### src/rtl/sia_work_dispatch.sv
// Work dispatcher in front of siacore: queues host work items, issues them one at a
// time, and returns found nonces or watchdog timeouts tagged with the work ID.
module sia_work_dispatch #(
    parameter int          DEPTH       = 2,
    parameter int          ID_W        = 8,
    parameter logic [31:0] TIMEOUT_CYC = 32'hFFFFFF
) (
    input  logic            clk,
    input  logic            rst,
    input  logic            in_valid,
    output logic            in_ready,
    input  logic [639:0]    in_work,
    input  logic [63:0]     in_target,
    input  logic [ID_W-1:0] in_id,
    output logic [639:0]    core_work,
    output logic [63:0]     core_target,
    output logic            core_valid,
    input  logic            core_busy,
    input  logic            core_found,
    input  logic [31:0]     core_nonce,
    output logic            res_valid,
    input  logic            res_ready,
    output logic [ID_W-1:0] res_id,
    output logic [31:0]     res_nonce,
    output logic            res_timeout,
    output logic [31:0]     stat_hashes
);
    localparam int AW = (DEPTH > 1) ? $clog2(DEPTH) : 1;
    localparam int CW = AW + 1;
    localparam logic [AW-1:0] PTR_ONE = AW'(1);
    localparam logic [CW-1:0] CNT_ONE = CW'(1);
    localparam logic [CW-1:0] CNT_FULL = CW'(DEPTH);

    typedef enum logic [1:0] {
        S_IDLE   = 2'd0,
        S_ISSUE  = 2'd1,
        S_RUN    = 2'd2,
        S_REPORT = 2'd3
    } state_t;

    logic [639:0]    work_mem_q   [DEPTH];
    logic [63:0]     target_mem_q [DEPTH];
    logic [ID_W-1:0] id_mem_q     [DEPTH];

    state_t          state_q, state_d;
    logic [AW-1:0]   wr_ptr_q, wr_ptr_d, rd_ptr_q, rd_ptr_d;
    logic [CW-1:0]   count_q, count_d;
    logic [31:0]     wd_q, wd_d;
    logic [639:0]    core_work_q, core_work_d;
    logic [63:0]     core_target_q, core_target_d;
    logic [ID_W-1:0] res_id_q, res_id_d;
    logic [31:0]     res_nonce_q, res_nonce_d;
    logic            res_timeout_q, res_timeout_d;
    logic [31:0]     stat_q, stat_d;
    logic            push_s, pop_s, expired_s;

    // No bypass: a full FIFO refuses input even while the head is being popped.
    assign in_ready  = (count_q != CNT_FULL);
    assign push_s    = in_valid & in_ready;
    assign pop_s     = (state_q == S_REPORT) & res_ready;
    assign expired_s = (wd_q == (TIMEOUT_CYC - 32'd1));

    // Work item storage write port
    always_ff @(posedge clk) begin
        if (push_s) begin
            work_mem_q[wr_ptr_q]   <= in_work;
            target_mem_q[wr_ptr_q] <= in_target;
            id_mem_q[wr_ptr_q]     <= in_id;
        end
    end

    // State and datapath registers
    always_ff @(posedge clk) begin
        if (rst) begin
            state_q       <= S_IDLE;
            wr_ptr_q      <= {AW{1'b0}};
            rd_ptr_q      <= {AW{1'b0}};
            count_q       <= {CW{1'b0}};
            wd_q          <= 32'd0;
            core_work_q   <= 640'd0;
            core_target_q <= 64'd0;
            res_id_q      <= {ID_W{1'b0}};
            res_nonce_q   <= 32'd0;
            res_timeout_q <= 1'b0;
            stat_q        <= 32'd0;
        end else begin
            state_q       <= state_d;
            wr_ptr_q      <= wr_ptr_d;
            rd_ptr_q      <= rd_ptr_d;
            count_q       <= count_d;
            wd_q          <= wd_d;
            core_work_q   <= core_work_d;
            core_target_q <= core_target_d;
            res_id_q      <= res_id_d;
            res_nonce_q   <= res_nonce_d;
            res_timeout_q <= res_timeout_d;
            stat_q        <= stat_d;
        end
    end

    // Next-state logic; a found pulse in ISSUE means the core finished before busy was seen
    always_comb begin
        state_d = state_q;
        case (state_q)
            S_IDLE: begin
                if ((count_q != {CW{1'b0}}) && !core_busy) state_d = S_ISSUE;
                else                                       state_d = S_IDLE;
            end
            S_ISSUE: begin
                if (core_found)     state_d = S_REPORT;
                else if (core_busy) state_d = S_RUN;
                else                state_d = S_ISSUE;
            end
            S_RUN: begin
                if (core_found || expired_s) state_d = S_REPORT;
                else                         state_d = S_RUN;
            end
            S_REPORT: begin
                if (res_ready) state_d = S_IDLE;
                else           state_d = S_REPORT;
            end
            default: state_d = S_IDLE;
        endcase
    end

    // FIFO pointers, watchdog, issued item and result capture
    always_comb begin
        wr_ptr_d      = wr_ptr_q;
        rd_ptr_d      = rd_ptr_q;
        count_d       = count_q;
        wd_d          = wd_q;
        core_work_d   = core_work_q;
        core_target_d = core_target_q;
        res_id_d      = res_id_q;
        res_nonce_d   = res_nonce_q;
        res_timeout_d = res_timeout_q;
        stat_d        = stat_q;

        if (push_s) wr_ptr_d = wr_ptr_q + PTR_ONE;
        else        wr_ptr_d = wr_ptr_q;
        if (pop_s)  rd_ptr_d = rd_ptr_q + PTR_ONE;
        else        rd_ptr_d = rd_ptr_q;

        case ({push_s, pop_s})
            2'b10:   count_d = count_q + CNT_ONE;
            2'b01:   count_d = count_q - CNT_ONE;
            default: count_d = count_q;
        endcase

        if (state_q == S_RUN) wd_d = wd_q + 32'd1;
        else if (pop_s)       wd_d = 32'd0;
        else                  wd_d = wd_q;

        if ((state_q == S_IDLE) && (state_d == S_ISSUE)) begin
            core_work_d   = work_mem_q[rd_ptr_q];
            core_target_d = target_mem_q[rd_ptr_q];
            res_id_d      = id_mem_q[rd_ptr_q];
        end else begin
            core_work_d   = core_work_q;
            core_target_d = core_target_q;
            res_id_d      = res_id_q;
        end

        if (((state_q == S_ISSUE) || (state_q == S_RUN)) && core_found) begin
            res_nonce_d   = core_nonce;
            res_timeout_d = 1'b0;
        end else if ((state_q == S_RUN) && expired_s) begin
            res_nonce_d   = 32'd0;
            res_timeout_d = 1'b1;
        end else begin
            res_nonce_d   = res_nonce_q;
            res_timeout_d = res_timeout_q;
        end

        if (core_busy && (stat_q != 32'hFFFFFFFF)) stat_d = stat_q + 32'd1;
        else                                       stat_d = stat_q;
    end

    // Outputs decoded from registered state
    always_comb begin
        core_valid  = (state_q == S_ISSUE);
        res_valid   = (state_q == S_REPORT);
        core_work   = core_work_q;
        core_target = core_target_q;
        res_id      = res_id_q;
        res_nonce   = res_nonce_q;
        res_timeout = res_timeout_q;
        stat_hashes = stat_q;
    end
endmodule

### config.mk
export PLATFORM = sky130hd
export DESIGN_NAME = sia_work_dispatch
export DESIGN_NICKNAME = d
export VERILOG_FILES = /design/src/rtl/sia_work_dispatch.sv
export SDC_FILE = /design/constraint.sdc
export NUM_CORES = 2
export LEC_CHECK = 0
export BUFFER_PORTS_ARGS = -buffer_cell sky130_fd_sc_hd__buf_4
export CELL_PAD_IN_SITES_DETAIL_PLACEMENT = 1
export CELL_PAD_IN_SITES_GLOBAL_PLACEMENT = 1
export CORE_AREA = 2 2 594 596
export DETAILED_ROUTE_END_ITERATION = 16
export DIE_AREA = 0 0 596 598
export GPL_TIMING_DRIVEN = 0
export PLACE_DENSITY = 0.56
export SYNTH_ARGS = -nofsm -noshare
export SYNTH_HDL_FRONTEND = slang
export SYNTH_SLANG_ARGS = --single-unit
### constraint.sdc
create_clock -name clk -period 49.3 [get_ports clk]
set_clock_uncertainty 0.2 [all_clocks]
set_input_delay 9.86 -clock clk [delete_from_list [all_inputs] [get_ports clk]]
set_output_delay 9.86 -clock clk [all_outputs]
set_load 0.05 [all_outputs]
After elaboration in Yosys (flattened, before gate mapping). Memory sizes are Yosys's and may differ from the RTL's. A register that Yosys moved wholly into a read port is not among the register bits. Cells that the tools add are included.

Add/subtract/negate cells: 6. Reductions and logical operators: 14. Bitwise operators: 2. Equality and inequality tests: 9. Multiplexer cells: 13.

Operators with widths (count): 32-bit 2-to-1 mux (4); 32-bit by 1-bit adder with 32-bit output, second input constant (2); 32-bit by 24-bit == test with 1-bit output, second input constant (1); 32-bit inequality test, second input constant (1); 2-bit case mux with 4 select lines (1); 2-bit nonzero test (4); 2-bit by 1-bit == test with 1-bit output, second input constant (3); 2-bit == test, second input constant (3); 2-bit 2-to-1 mux (3); 1-bit logical AND (5); 1-bit 2-to-1 mux (4); 2-bit case mux with 2 select lines (1); 1-bit adder, second input constant (2); 2-bit by 1-bit adder with 2-bit output, second input constant (1); 1-bit bitwise AND (2); 2-bit logical NOT (1); 1-bit logical OR (2); 2-bit inequality test, second input constant (1); 2-bit OR reduction (1); 2-bit by 1-bit subtractor with 2-bit output, second input constant (1); 1-bit logical NOT (1).

Logic and storage cells: 55. Bits in writable memories: 1424. Register bits: 103. Memories kept: 3.

Memory list: work_mem_q (words 2, width 640, rd ports 1, clocked after Yosys merged registers in 1, wr ports 1, RTL line 41) `logic [639:0] work_mem_q [DEPTH];`; target_mem_q (words 2, width 64, rd ports 1, clocked after Yosys merged registers in 1, wr ports 1, RTL line 42) `logic [63:0] target_mem_q [DEPTH];`; id_mem_q (words 2, width 8, rd ports 1, clocked after Yosys merged registers in 1, wr ports 1, RTL line 43) `logic [ID_W-1:0] id_mem_q [DEPTH];`.

Logic depth before layout (Yosys ltp).
Depth after elaboration: 6. Depth in mapped cells: 10. Depth with buffers taken out: 7.

Worst setup path before layout. Ideal clock, no wire load.

Path kind: input -> register. Start point: in in_valid. End point: mem id_mem_q[0][0], enable pin. Stages: 2. Data arrival time: 39412 ps. Library setup time: 1811 ps. Path buffers: 0. Path slack: 7877 ps. Data required time: 47289 ps. Cells stage by stage: nand2_1 -> nor2_1.

Word-level cells in the longest chain between the ends: 3.

Ends and longest elaborated chain: start, declared (RTL line 10) `input logic in_valid,`; 1-bit bitwise AND (RTL line 59) `assign push_s = in_valid & in_ready;`; 1-bit 2-to-1 mux (RTL line 65) `if (push_s) begin`; 1-bit 2-to-1 mux (implied by the code) (RTL line 68) `id_mem_q[wr_ptr_q] <= in_id;`; end, declared (RTL line 43).

Every way passes these cells.

Final worst setup path.
Start point: in core_busy. End point: reg core_work_q[122] (netlist: core_work[122]), read port of work_mem_q.

Word-level cells in the longest chain between the ends: 6. Elaborated cells on any way between the ends: 8.

Ends and longest elaborated chain: start, declared (RTL line 18) `input logic core_busy,`; 1-bit logical NOT (RTL line 106) `if ((count_q != {CW{1'b0}}) && !core_busy) state_d = S_ISSUE;`; 1-bit logical AND (RTL line 106); 1-bit 2-to-1 mux (RTL line 106); 2-bit case mux with 4 select lines * (RTL line 104) `case (state_q)`; 2-bit by 1-bit == test with 1-bit output * (RTL line 154) `if ((state_q == S_IDLE) && (state_d == S_ISSUE)) begin`; 1-bit logical AND * (RTL line 154); end, declared (RTL line 49) `logic [639:0] core_work_q, core_work_d;`.

Every way passes the cells marked *; elsewhere a longest branch is shown, timed or not. A chain may end at the register's enable or synchronous reset.

==> impl_metrics.toml <==
[clocking]
cts_buffers = 271
clk_path_buf_depth = 4
clock_latency_ps = 890
cts_tree = "yes"
ctsHoldBuffers = 0
cts-htree-levels = 5
clk_pin_slew_worst_setup_hold_paths_ps = 50
root_buffer = "clkbuf_16"
cts.sinks = 2239
post-cts-setup-buffer-count = 0
postCtsResizedCells = 0

[timing]
hold_violations = 0
finalMaxSlewViolations = 0
setup_viol = 0
fmax_ghz = 0.07620
holdWs_ps = 282.8
transition_time_at_the_pin_with_the_least_slew_margin_ps = 1395
finalCritPeriodShare_pct = 26.62
rsz0062_at_grt = "false"
finalCriticalPeriod_ps = 13120
timing.setup.tns_ps = 0
max_slew_margin_pct = 7.026

[critical_path]
critical_path_peak_fanout = 10
highest_cell_delay_on_the_worst_timing_path_ps = 980
worst-r2r-cell-count = 9
path_cells = "buf_4 > inv_1 > o211a_1 > clkbuf_2 > buf_12 > clkbuf_1 > clkbuf_1 > nor2_1 > a211oi_1"
worstPathRequired_ps = 49840
critical_path_arrival_ps = 13660
critical-path-slowest-cell = "clkbuf_1"
cp-start-kind = "input pin"
critPathCaptureType = "flop"
critical_path.most_common_cell = "clkbuf_1"
timing.setup.critical_path_class = "input pin to flop"

[finish]
final_design_area_no_fill_um2 = 105100
final_nets = 7698
layout_common_cells = "buf_4 (1529), edfxtp_1 (1424), dfxtp_1 (815), nor2_1 (753)"
filler_cell_count = 37620
post_route_cells_drive_above_1_share_pct = 28.00
most_frequent_standard_cell_in_the_layout_excluding_fill_and_tap_cells = "buf_4"
synthToLayoutAreaGrowth_pct = 34.82

[placed_design]
io_buffer_count = 1528
gpl.final_weighted_congestion = 0.9167
placed_area_um2 = 96300
dp_hpwl_um = 276100

[die]
design.die.area_um2 = 356400
initial_utilization_pct = 22.22
die_w_um = 596
dieHeight_um = 598
design.core.area_um2 = 350800
pin_count = 1530
placementRows = 218

[global_routing]
grt_pass1_wl_um = 461900
met3_usage_pct = 8.716
grtUsageTotal_pct = 18.73
overflow = 0
antenna_found_initial = 202
global_route.usage.met2_pct = 32.05
global_route.usage.met1_pct = 20.32
grt_pass1_vias = 54330
grt_start_max_net_pins = 58
grt-busiest-layer = "met2"

[route]
vias = 51700
vias_per_cell = 4.371
wl_per_cell_um = 29.38
drc = 0
number_of_optimization_iterations_in_the_first_detailed_route_pass = 7
drt-initial-drc-count = 2806
totalWireLength_um = 347500
antenna_left = 0

[logic_synthesis]
synth_top_family_by_area = "multiplexers"
yosys-mux-area-fraction_pct = 9.313
synthesis.yosys.warnings = 0
synth_compound_gate_area_share_pct = 8.004
dominantRegCellSynth = "edfxtp_1"
number_of_register_bits_inferred_by_synthesis = 2239
synth-async-reset-ratio_pct = 0
synthesis.area_um2 = 77940
syn_inst = 5091
yosysUniqueCellTypes = 55
post_synth.cell_area_avg_um2 = 15.31
synth_enable_flop_cells = 1424
synth_fp_nets = 5849
xor_xnor_share_of_the_synthesized_area_pct = 0.2023
synthesized_area_fraction_occupied_by_adder_cells_pct = 0.1284
yosys.area_share.simple_pct = 4.814
sequential_cell_area_fraction_in_the_yosys_report_pct = 75.80

[power]
vdd_drop_max_uv = 31.86
p_per_area_nw_per_um2 = 47.03
static-leakage-power_uw = 0.03609

[flow_run]
cap_violations = 0

[status]
outcome = "completed"

[hold_path]
cells_on_worst_hold_path = 1
min_path_type = "flop to flop"
-- registers in the layout, indices dropped and copies added, names as in the netlist --
| name | cells |
|---|---|
| stat_hashes | 32 |
| target_mem_q | 128 |
| core_work | 640 |
| res_id | 8 |
| res_timeout | 1 |
| wr_ptr_q | 1 |
| wd_q | 32 |
| rd_ptr_q | 1 |
| id_mem_q | 16 |
| count_q | 2 |
| core_target | 64 |
| res_nonce | 32 |
| state_q | 2 |
| work_mem_q | 1280 |
-- worst paths after layout --
kind            startpoint             end  slack, ps
max              core_busy  core_work[122]      36180
min          res_nonce[16]   res_nonce[16]        280
max reg2reg     state_q[0]  core_work[122]      44810
min reg2reg  res_nonce[16]   res_nonce[16]        280
-- critical path: cells and delay by family --
kind,cells,cell delay [ps]
buf+inv,6,2790
compound gates,2,850
simple gates,1,110
-- cells by family after synthesis --
kind of cell | after synthesis
flops | 2239
simple gates | 913
compound gates | 830
mux | 724
buf+inv | 359
xor+xnor | 18
fa+ha+maj | 8
-- cell type report --
cell class              count  area [µm²]  area share (%)
flip-flops and latches   2239       59080           56.22
multi-input cells        2493       17520           16.68
repair buffers           1576       12560           11.95
clock buffers             382        7589           7.222
well taps                4620        5781           5.501
plain buffers             344        1308           1.244
clock inverters           116        1075           1.023
diodes                     43       107.6          0.1024
inverters                  15       56.30         0.05358
-- through the flow --
stage / util (%) / setup WS [ps] / cells / total power (µW)
6_report: 29.96 / 36180 / 11830 / 4942
5_1_grt: 29.93 / 36050 / 11800 / 5123
4_1_cts: 29.92 / 36180 / 11790 / 5013
3_5_place_dp: 27.45 / 35240 / 11290 / 3028
3_3_place_gp: 27.14 / -16440 / 11240 / 3176
2_1_floorplan: - / 7877 / 5091 / 2765
-- synthesized netlist by cell type (all sizes together) (2+ instances only) --
library cell / n / area share (%)
and3: 10 / 0.080
inv: 14 / 0.067
o2111ai: 4 / 0.045
nor2: 754 / 3.6
clkbuf: 318 / 1.5
o21ai: 10 / 0.064
nor3: 7 / 0.045
xnor2: 11 / 0.12
o21a: 6 / 0.058
dfxtp: 815 / 21
a21oi: 27 / 0.17
nor2b: 4 / 0.032
and4: 5 / 0.056
or2: 8 / 0.064
nand2b: 4 / 0.032
a22o: 32 / 0.36
mux2i: 715 / 9.2
mux2: 9 / 0.13
nand3: 28 / 0.18
nand2: 36 / 0.17
o31ai: 7 / 0.067
a311oi: 3 / 0.034
nor4: 9 / 0.080
xor2: 7 / 0.079
o31a: 2 / 0.022
buf: 26 / 0.13
or4: 9 / 0.092
and2: 2 / 0.016
nand4: 24 / 0.21
edfxtp: 1424 / 55
or3: 9 / 0.079
o41ai: 5 / 0.056
o211ai: 3 / 0.029
a211oi: 715 / 6.9
a21boi: 2 / 0.019
a2111oi: 7 / 0.11
ha: 8 / 0.13
a31o: 3 / 0.034
-- where the power goes --
group | switching (µW) | internal [µW]
logic | 535 | 210
clock network | 819 | 1150
registers | 65.2 | 2170
-- routing by layer --
| metal | routed length, µm | up-vias |
|---|---|---|
| li1 | - | 23110 |
| met1 | 129600 | 26020 |
| met2 | 168300 | 1779 |
| met3 | 36430 | 661 |
| met4 | 12320 | 128 |
| met5 | 859 | - |
Power figures use the tool's default switching activity.
